==> src/rtl/uart_tx_arbiter.sv <==
// uart_tx_arbiter: line-atomic round-robin arbiter that shares one
// AXI-stream UART transmitter input between N_SRC byte streams.
module uart_tx_arbiter #(
    parameter int                    N_SRC        = 2,
    parameter int                    DATA_WIDTH   = 8,
    parameter logic [DATA_WIDTH-1:0] EOL_CHAR     = DATA_WIDTH'('h0A),
    parameter int                    HOLD_TIMEOUT = 1024
) (
    input  logic                          clk_p,
    input  logic                          reset,
    input  logic [N_SRC*DATA_WIDTH-1:0]   s_tdata,
    input  logic [N_SRC-1:0]              s_tvalid,
    input  logic [N_SRC-1:0]              s_tlast,
    output logic [N_SRC-1:0]              s_tready,
    output logic [DATA_WIDTH-1:0]         m_tdata,
    output logic                          m_tvalid,
    input  logic                          m_tready,
    output logic [N_SRC-1:0]              grant,
    output logic                          active,
    output logic                          timeout_evt
);

    localparam int IDX_W = (N_SRC > 1) ? $clog2(N_SRC) : 1;
    localparam int CNT_W = (HOLD_TIMEOUT > 0) ? $clog2(HOLD_TIMEOUT + 1) : 1;
    localparam logic [CNT_W-1:0] TERM =
        CNT_W'((HOLD_TIMEOUT > 0) ? HOLD_TIMEOUT - 1 : 0);
    localparam logic [CNT_W-1:0] CMAX = '1;
    localparam logic [IDX_W-1:0] LAST_INIT = IDX_W'(N_SRC - 1);

    typedef enum logic {
        S_IDLE,
        S_GRANT
    } state_t;

    state_t                r_state;
    state_t                w_state_nx;
    logic [IDX_W-1:0]      r_owner;
    logic [IDX_W-1:0]      w_owner_nx;
    logic [IDX_W-1:0]      r_last;
    logic [IDX_W-1:0]      w_last_nx;
    logic [CNT_W-1:0]      r_cnt;
    logic [CNT_W-1:0]      w_cnt_nx;
    logic                  r_tevt;
    logic                  w_tevt_nx;
    logic [IDX_W-1:0]      w_pick;
    logic [DATA_WIDTH-1:0] w_src [N_SRC];
    logic                  w_m_tvalid;
    logic [N_SRC-1:0]      w_s_tready;
    logic [N_SRC-1:0]      w_grant;
    logic                  w_xfer;
    logic                  w_eol;

    function automatic logic [IDX_W-1:0] f_wrap(input int v);
        f_wrap = IDX_W'(v % N_SRC);
    endfunction

    for (genvar gi = 0; gi < N_SRC; gi++) begin : g_src
        assign w_src[gi] = s_tdata[gi*DATA_WIDTH +: DATA_WIDTH];
    end

    // Scan downwards so the nearest requester after r_last wins.
    always_comb begin
        w_pick = r_last;
        for (int k = N_SRC; k >= 1; k--) begin
            if (s_tvalid[f_wrap(int'(r_last) + k)]) begin
                w_pick = f_wrap(int'(r_last) + k);
            end
        end
    end

    assign m_tdata = w_src[r_owner];
    assign w_eol   = (w_src[r_owner] == EOL_CHAR) || s_tlast[r_owner];
    assign w_xfer  = w_m_tvalid & m_tready;

    always_comb begin
        w_state_nx = r_state;
        w_owner_nx = r_owner;
        w_last_nx  = r_last;
        w_cnt_nx   = r_cnt;
        w_tevt_nx  = 1'b0;
        w_m_tvalid = 1'b0;
        w_s_tready = '0;
        w_grant    = '0;
        unique case (r_state)
            S_IDLE: begin
                if (|s_tvalid) begin
                    w_state_nx = S_GRANT;
                    w_owner_nx = w_pick;
                    w_cnt_nx   = '0;
                end
            end
            S_GRANT: begin
                w_grant[r_owner]    = 1'b1;
                w_m_tvalid          = s_tvalid[r_owner];
                w_s_tready[r_owner] = m_tready;
                if (w_xfer && w_eol) begin
                    w_state_nx = S_IDLE;
                    w_last_nx  = r_owner;
                end else if (s_tvalid[r_owner]) begin
                    w_cnt_nx = '0;
                end else if (HOLD_TIMEOUT > 0 && r_cnt == TERM) begin
                    w_state_nx = S_IDLE;
                    w_last_nx  = r_owner;
                    w_tevt_nx  = 1'b1;
                end else if (r_cnt != CMAX) begin
                    w_cnt_nx = r_cnt + 1'b1;
                end
            end
            default: w_state_nx = S_IDLE;
        endcase
    end

    always_ff @(posedge clk_p) begin
        if (!reset) begin
            r_state <= S_IDLE;
            r_owner <= '0;
            r_last  <= LAST_INIT;
            r_cnt   <= '0;
            r_tevt  <= 1'b0;
        end else begin
            r_state <= w_state_nx;
            r_owner <= w_owner_nx;
            r_last  <= w_last_nx;
            r_cnt   <= w_cnt_nx;
            r_tevt  <= w_tevt_nx;
        end
    end

    // Reset blocks handshakes immediately, before the first reset edge.
    assign m_tvalid    = reset & w_m_tvalid;
    assign s_tready    = w_s_tready & {N_SRC{reset}};
    assign grant       = w_grant & {N_SRC{reset}};
    assign active      = reset & (r_state == S_GRANT);
    assign timeout_evt = reset & r_tevt;

endmodule

==> config.mk <==
export PLATFORM = sky130hd
export DESIGN_NAME = uart_tx_arbiter
export DESIGN_NICKNAME = d
export VERILOG_FILES = /design/src/rtl/uart_tx_arbiter.sv
export SDC_FILE = /design/constraint.sdc
export NUM_CORES = 1
export LEC_CHECK = 0
export ABC_AREA = 0
export ABC_CLOCK_PERIOD_IN_PS = 3500
export BUFFER_PORTS_ARGS = -buffer_cell sky130_fd_sc_hd__buf_4
export CORE_MARGIN = 2
export CORE_UTILIZATION = 51
export DETAILED_ROUTE_END_ITERATION = 12
export MAX_ROUTING_LAYER = met4
export PLACE_DENSITY = 0.8
export SYNTH_ARGS = -nofsm -noshare
export SYNTH_HDL_FRONTEND = slang
export SYNTH_SLANG_ARGS = --single-unit
==> constraint.sdc <==
create_clock -name clk_p -period 3.5 [get_ports clk_p]
set_clock_uncertainty 0.1 [all_clocks]
set_input_delay 0.7 -clock clk_p [delete_from_list [all_inputs] [get_ports clk_p]]
set_output_delay 0.7 -clock clk_p [all_outputs]
set_load 0.01 [all_outputs]
# == Yosys cells after proc, flatten, opt, wreduce, memory -nomap -nowiden ==
# Cells that the tools add are included.
# W data, S select, Z words.
# totals
reg_bits,15
latch_bits,0
ram_bits,0
rom_bits,0
word_cells,73
memories,0
# classes
n_addsub,3
n_mul,0
div,0
order_cmp,5
n_eq_ne,8
shift,0
n_mux,33
n_bitwise,10
n_reduce_logical,9
# op_table
op,count
$mux W11,5
$mux W8,3
$pmux W11 S2,1
$mux W1,20
$add A11 B1 Y11 const B,1
$eq A11 B10 Y1 const B,1
$ne A11 B11 Y1 const B,1
$eq A8 B4 Y1 const B,1
$and A2 B2 Y2,3
$lt A1 B2 Y1 const B,3
$and A1 B1 Y1,4
$mux W2,2
$ne A2 B2 Y1 const B,2
$reduce_and A4 Y1,1
$reduce_or A4 Y1,1
$ne A3 B1 Y1 const B,1
$ne A3 B3 Y1 const B,1
$reduce_and A3 Y1,1
$add A1 B1 Y1 const B,2
$ge A2 B2 Y1 const B,1
$logic_and A1 B1 Y1,2
$ne A2 B1 Y1 const B,1
$not A1 Y1,2
$not A1 Y2,1
7 further kinds,7

# == Logic depth before layout (Yosys ltp) ==
# depth
word_depth,9
ltp_mapped,7

# == Worst setup path after synthesis ==
# OpenSTA, ideal clock, no wires.
# synth_path
path_type,input port to output port
startpoint,input reset
endpoint,output s_tready[0]
arrival_ns,1.425
t_required_ns,2.700
slack_ns,1.275
path_stages,4
path_buffers,1
path_cell_list,clkbuf_1 -> nand2_1 -> nor2_1 -> and2_1
# synth_via
elab_chain_cells,1
# synth_lines
item,line,rtl
from (decl),10,"input logic reset,"
$and A2 B2 Y2,131,assign s_tready = w_s_tready & {N_SRC{reset}};
to (decl),14,"output logic [N_SRC-1:0] s_tready,"
# Every way passes these cells.

# == Worst setup path after layout ==
# layout_path
startpoint,register r_owner
endpoint,output m_tvalid
# layout_via
elab_chain_cells,4
# layout_lines
item,line,rtl
from (decl),37,logic [IDX_W-1:0] r_owner;
from (signal assigned),122,r_owner <= w_owner_nx;
$mux W1 (not written as such) (2 in a row),94,w_m_tvalid = s_tvalid[r_owner];
$mux W1,84,unique case (r_state)
$and A1 B1 Y1,130,assign m_tvalid = reset & w_m_tvalid;
to (decl),16,"output logic m_tvalid,"
# Every way passes these cells. The select of a mux whose other input is x is not followed.

==> PnR_summary.wiki <==
{| class="wikitable"
! Metric !! Value
|-
| Mean instance size in the synthesized netlist || about 8.4 sq um
|-
| Slowest Stage Delay on Critical Path || 700 ps
|-
| Slack of the worst reg-to-reg path || roughly 1200 ps
|-
| Synth area leaders || sky130_fd_sc_hd__dfxtp_1 (32%), sky130_fd_sc_hd__mux2_2 (9.5%), sky130_fd_sc_hd__or4_1 (6.3%)
|-
| Filler cells || 140
|-
| Max_slew headroom || 0.612
|-
| Cell internal power dissipation || around 0.26 mW
|-
| Post-synthesis compound-gate area fraction || 0.222
|-
| Main combinational cell family by area after synthesis || simple AND/OR/NAND/NOR gates
|-
| Inserted Diodes || 0
|-
| Unrepaired setup endpoints after global routing || false
|-
| Count leader, synth || sky130_fd_sc_hd__dfxtp_1
|-
| Post-Syn Area || 951 sq um
|-
| Time the worst path needs with I/O delays and setup || ~2400 ps
|-
| Number of register bits inferred by synthesis || 15
|-
| GRT Resource Usage Total || 0.236
|-
| Endpoint of the worst hold path || r_cnt[10]
|-
| Data arrival time of the critical path || approximately 1600 ps
|-
| Post-synthesis share of cell area spent on xor and xnor gates || 0
|-
| Achievable Freq || 0.424 GHz
|-
| Count of cells along the worst register-to-register path || 6
|-
| Overall die height || 47.2 um
|-
| Resized Gates After CTS || 0
|-
| Worst flop-to-flop path endpoint || r_cnt[10]
|-
| Initial cell density of the core || 0.545
|-
| Area of the core || between 1500 and 2000 sq um
|-
| Number of H-tree levels || 1
|-
| Routed Wire Length || between 2 and 2.5 mm
|-
| Sw Share || 0.275
|-
| Cell depth of the worst hold path || 2
|-
| GRT overflow || 0
|-
| Area share of the largest cell type after synthesis || 0.316
|-
| Via count of the first global-routing pass || 954
|-
| Buffer type at the clock tree root || sky130_fd_sc_hd__clkbuf_4
|-
| Critical path, cell by cell || mux2i_2 -> nor2_1 -> buf_4
|-
| Slowest stage cell on the critical path || sky130_fd_sc_hd__dfxtp_1
|-
| Worst IR drop on VDD || about 0.00014 V
|-
| Count of routing violations after the opening detailed-route iteration || 16
|-
| Max-slew violation total from the final report || 0
|-
| Share of post-route cells with drive strength above 1 || 0.371
|-
| Width of the chip || between 40 and 50 um
|-
| Nets@finish || ~180
|-
| I/O pin count || 38
|-
| Clock slew at reported path FFs || around 90 ps
|-
| Run status || completed
|-
| Slew of the pin with the lowest slew margin || just under 600 ps
|-
| Clock insertion delay at the later pin of the skew report || between 200 and 300 ps
|-
| Reported max-cap violation count || 0
|-
| Post-synthesis share of cell area spent on and, or, nand and nor gates || 0.280
|-
| Power share of the clock group || 0.275
|-
| Antenna-violating nets left || 0
|-
| Gate Count Post-Synth || 113
|-
| Initial antenna violation count || 0
|-
| Final hold viol count || 0
|-
| Net switching power figure || 0.0993 mW
|-
| Number of buffer and inverter instances along the worst setup path || 1
|-
| Post-layout util || 0.727
|-
| Total Die Area || 2230 sq um
|-
| Number of buffers between clock root and the deepest sink || 2
|-
| Number of enable flip-flop cells after synthesis || 0
|-
| Number of setup violations in the final report || 0
|-
| FF-to-FF Start || r_owner
|-
| Kind of launch point of the worst setup path || flop
|-
| Start point of the worst min-delay path || r_cnt[10]
|-
| Register cell area after layout || 300 sq um
|-
| Primary FF master, synth || sky130_fd_sc_hd__dfxtp_1
|-
| Largest fanout on the critical path || 15
|-
| First-pass GRT wire length || about 3.7 mm
|-
| CP required || ~2700 ps
|-
| Kind of cell adding the most delay to the critical path || flip-flops
|-
| Final Cycle Share || 0.674
|-
| Share of total power in combinational logic || 0.225
|-
| Area growth from synthesis to layout || 33.4%
|-
| Hold buffer count at CTS || 0
|-
| Mapped Nets || 137
|-
| Setup CP Type || reg2out
|-
| Final sum of negative setup slack || 0 ps
|-
| Buffers inserted by post-CTS timing repair || 0
|-
| Vias per cell || approximately 5.6
|-
| Number of sinks on the clock net || 15
|-
| Most common library cells after synthesis || sky130_fd_sc_hd__dfxtp_1 (15), sky130_fd_sc_hd__a21oi_1 (10), sky130_fd_sc_hd__mux2_2 (8), sky130_fd_sc_hd__or4_1 (8), sky130_fd_sc_hd__o31ai_1 (7)
|-
| Sequential-to-total area share from yosys stat || 0.316
|-
| Fraction of the mapped netlist area in adder cells || 0.0132
|-
| Min-Delay Path Class || reg2reg
|-
| Routability-driven placement congestion ratio || 0.809
|-
| Pin count of the biggest net entering global routing || 23
|-
| Mux cell area share after synthesis || 0.109
|-
| Cell area power density || 285 nW/um^2
|-
| Relative contribution of sequential cells to total power || 0.500
|-
| Std-Cell Rows || 15
|-
| Via count || between 900 and 1000
|-
| Clock tree from TritonCTS || built
|-
| Total leakage power || 0.502 nW
|-
| DR WL/cell || roughly 13 um
|-
| HPWL reported at the end of detailed placement || between 1.5 and 2 mm
|-
| Sort of element at the end of the critical path || output pin
|-
| Inserted Clock Buffers || 3
|-
| Buffers on Ports || 37
|-
| DRC violations left || 0
|-
| Post-synthesis cell type count || 36
|-
| Multi-input combinational cell area || around 600 sq um
|-
| Most area-hungry cell type in the Yosys netlist || sky130_fd_sc_hd__dfxtp_1
|-
| Async set or reset register ratio after synthesis || 0
|-
| Synth Warn # || 0
|-
| Pre-Repair DR Iteration Count || 4
|}
-- through the flow --
| step | cell area (sq um) | setup WS, ps | power, mW | std cells | hold WS (ps) |
|---|---|---|---|---|---|
| 3_3_place_gp | 1240 | 1190 | 0.265 | 172 | 338 |
| 6_report | 1270 | 1140 | 0.362 | 176 | 355 |
| 2_1_floorplan | 951 | 1270 | 0.224 | 113 | 326 |
| 4_1_cts | 1270 | 1140 | 0.366 | 176 | 356 |
| 3_5_place_dp | 1240 | 1160 | 0.266 | 172 | 341 |
| 5_1_grt | 1270 | 1000 | 0.380 | 176 | 371 |
-- tightest hold or removal path: stages, from the launching register on --
cell and delay [ps]:
sky130_fd_sc_hd__dfxtp_1 320, sky130_fd_sc_hd__inv_1 50, sky130_fd_sc_hd__a21oi_1 50
-- cell usage in the layout (no fill, tap or decap), types with 2 or more instances in the layout --
cell,Yosys,final
sky130_fd_sc_hd__buf_4,2,39
sky130_fd_sc_hd__o21ai_1,3,3
sky130_fd_sc_hd__o21ai_0,3,3
sky130_fd_sc_hd__nor2_1,4,4
sky130_fd_sc_hd__and2_1,4,4
sky130_fd_sc_hd__mux2_2,8,8
sky130_fd_sc_hd__nand3_1,6,6
sky130_fd_sc_hd__o31ai_1,7,7
sky130_fd_sc_hd__clkbuf_4,0,3
sky130_fd_sc_hd__and3_1,2,2
sky130_fd_sc_hd__nand2_1,6,6
sky130_fd_sc_hd__dfxtp_1,15,15
sky130_fd_sc_hd__nor4_1,3,3
sky130_fd_sc_hd__or4_1,8,8
sky130_fd_sc_hd__a21oi_1,10,10
sky130_fd_sc_hd__inv_1,6,6
sky130_fd_sc_hd__a41oi_1,2,2
sky130_fd_sc_hd__or3_1,4,4
-- worst max-delay path by stage --
stage | from | endpoint | slack [ps] | cells past startpoint
after floorplan | reset | s_tready[0] | 1270 | 4
after global placement | s_tdata[3] | r_cnt[10] | 1190 | 7
after detailed placement | s_tdata[3] | r_cnt[10] | 1160 | 7
after CTS | r_owner | m_tvalid | 1140 | 3
after global routing | r_owner | r_cnt[4] | 1000 | 6
final | r_owner | m_tvalid | 1140 | 3
-- state kept, by name, summed over array words and instances, names as in the netlist --
signal / cells
r_last: 1
r_state: 1
r_owner: 1
r_tevt: 1
r_cnt: 11
-- logic make-up after synthesis --
family          after synthesis
simple gates                 45
compound gates               32
flops                        15
buf+inv                      11
mux                           9
fa+ha+maj                     1
-- layer usage --
layer / wire length, um / global-route usage / vias up / part of all wire
li1: - / - / 509 / -
met1: 986 / 0.289 / 437 / 0.44
met2: 1050 / 0.395 / 42 / 0.47
met3: 163 / 0.0308 / 4 / 0.073
met4: 21 / 0.0833 / 0 / 0.0094
met5: 0 / - / - / 0
-- power by group through the flow --
stage | logic (mW) | clock network (mW) | registers [mW]
after global routing | 0.0893 | 0.110 | 0.181
after CTS | 0.0822 | 0.103 | 0.181
final | 0.0814 | 0.0995 | 0.181
after global placement | 0.0805 | 0 | 0.184
after detailed placement | 0.0819 | 0 | 0.184
after floorplan | 0.0424 | 0 | 0.182
-- cell type report --
cell class | count | share of cell area
timing repair buffer | 39 | 0.231
multi-input combinational | 87 | 0.468
inverter | 6 | 0.0178
clock buffer | 3 | 0.0178
clock inverter | 1 | 0.00394
sequential | 15 | 0.237
tap | 25 | 0.0247
Power figures use the tool's default switching activity.
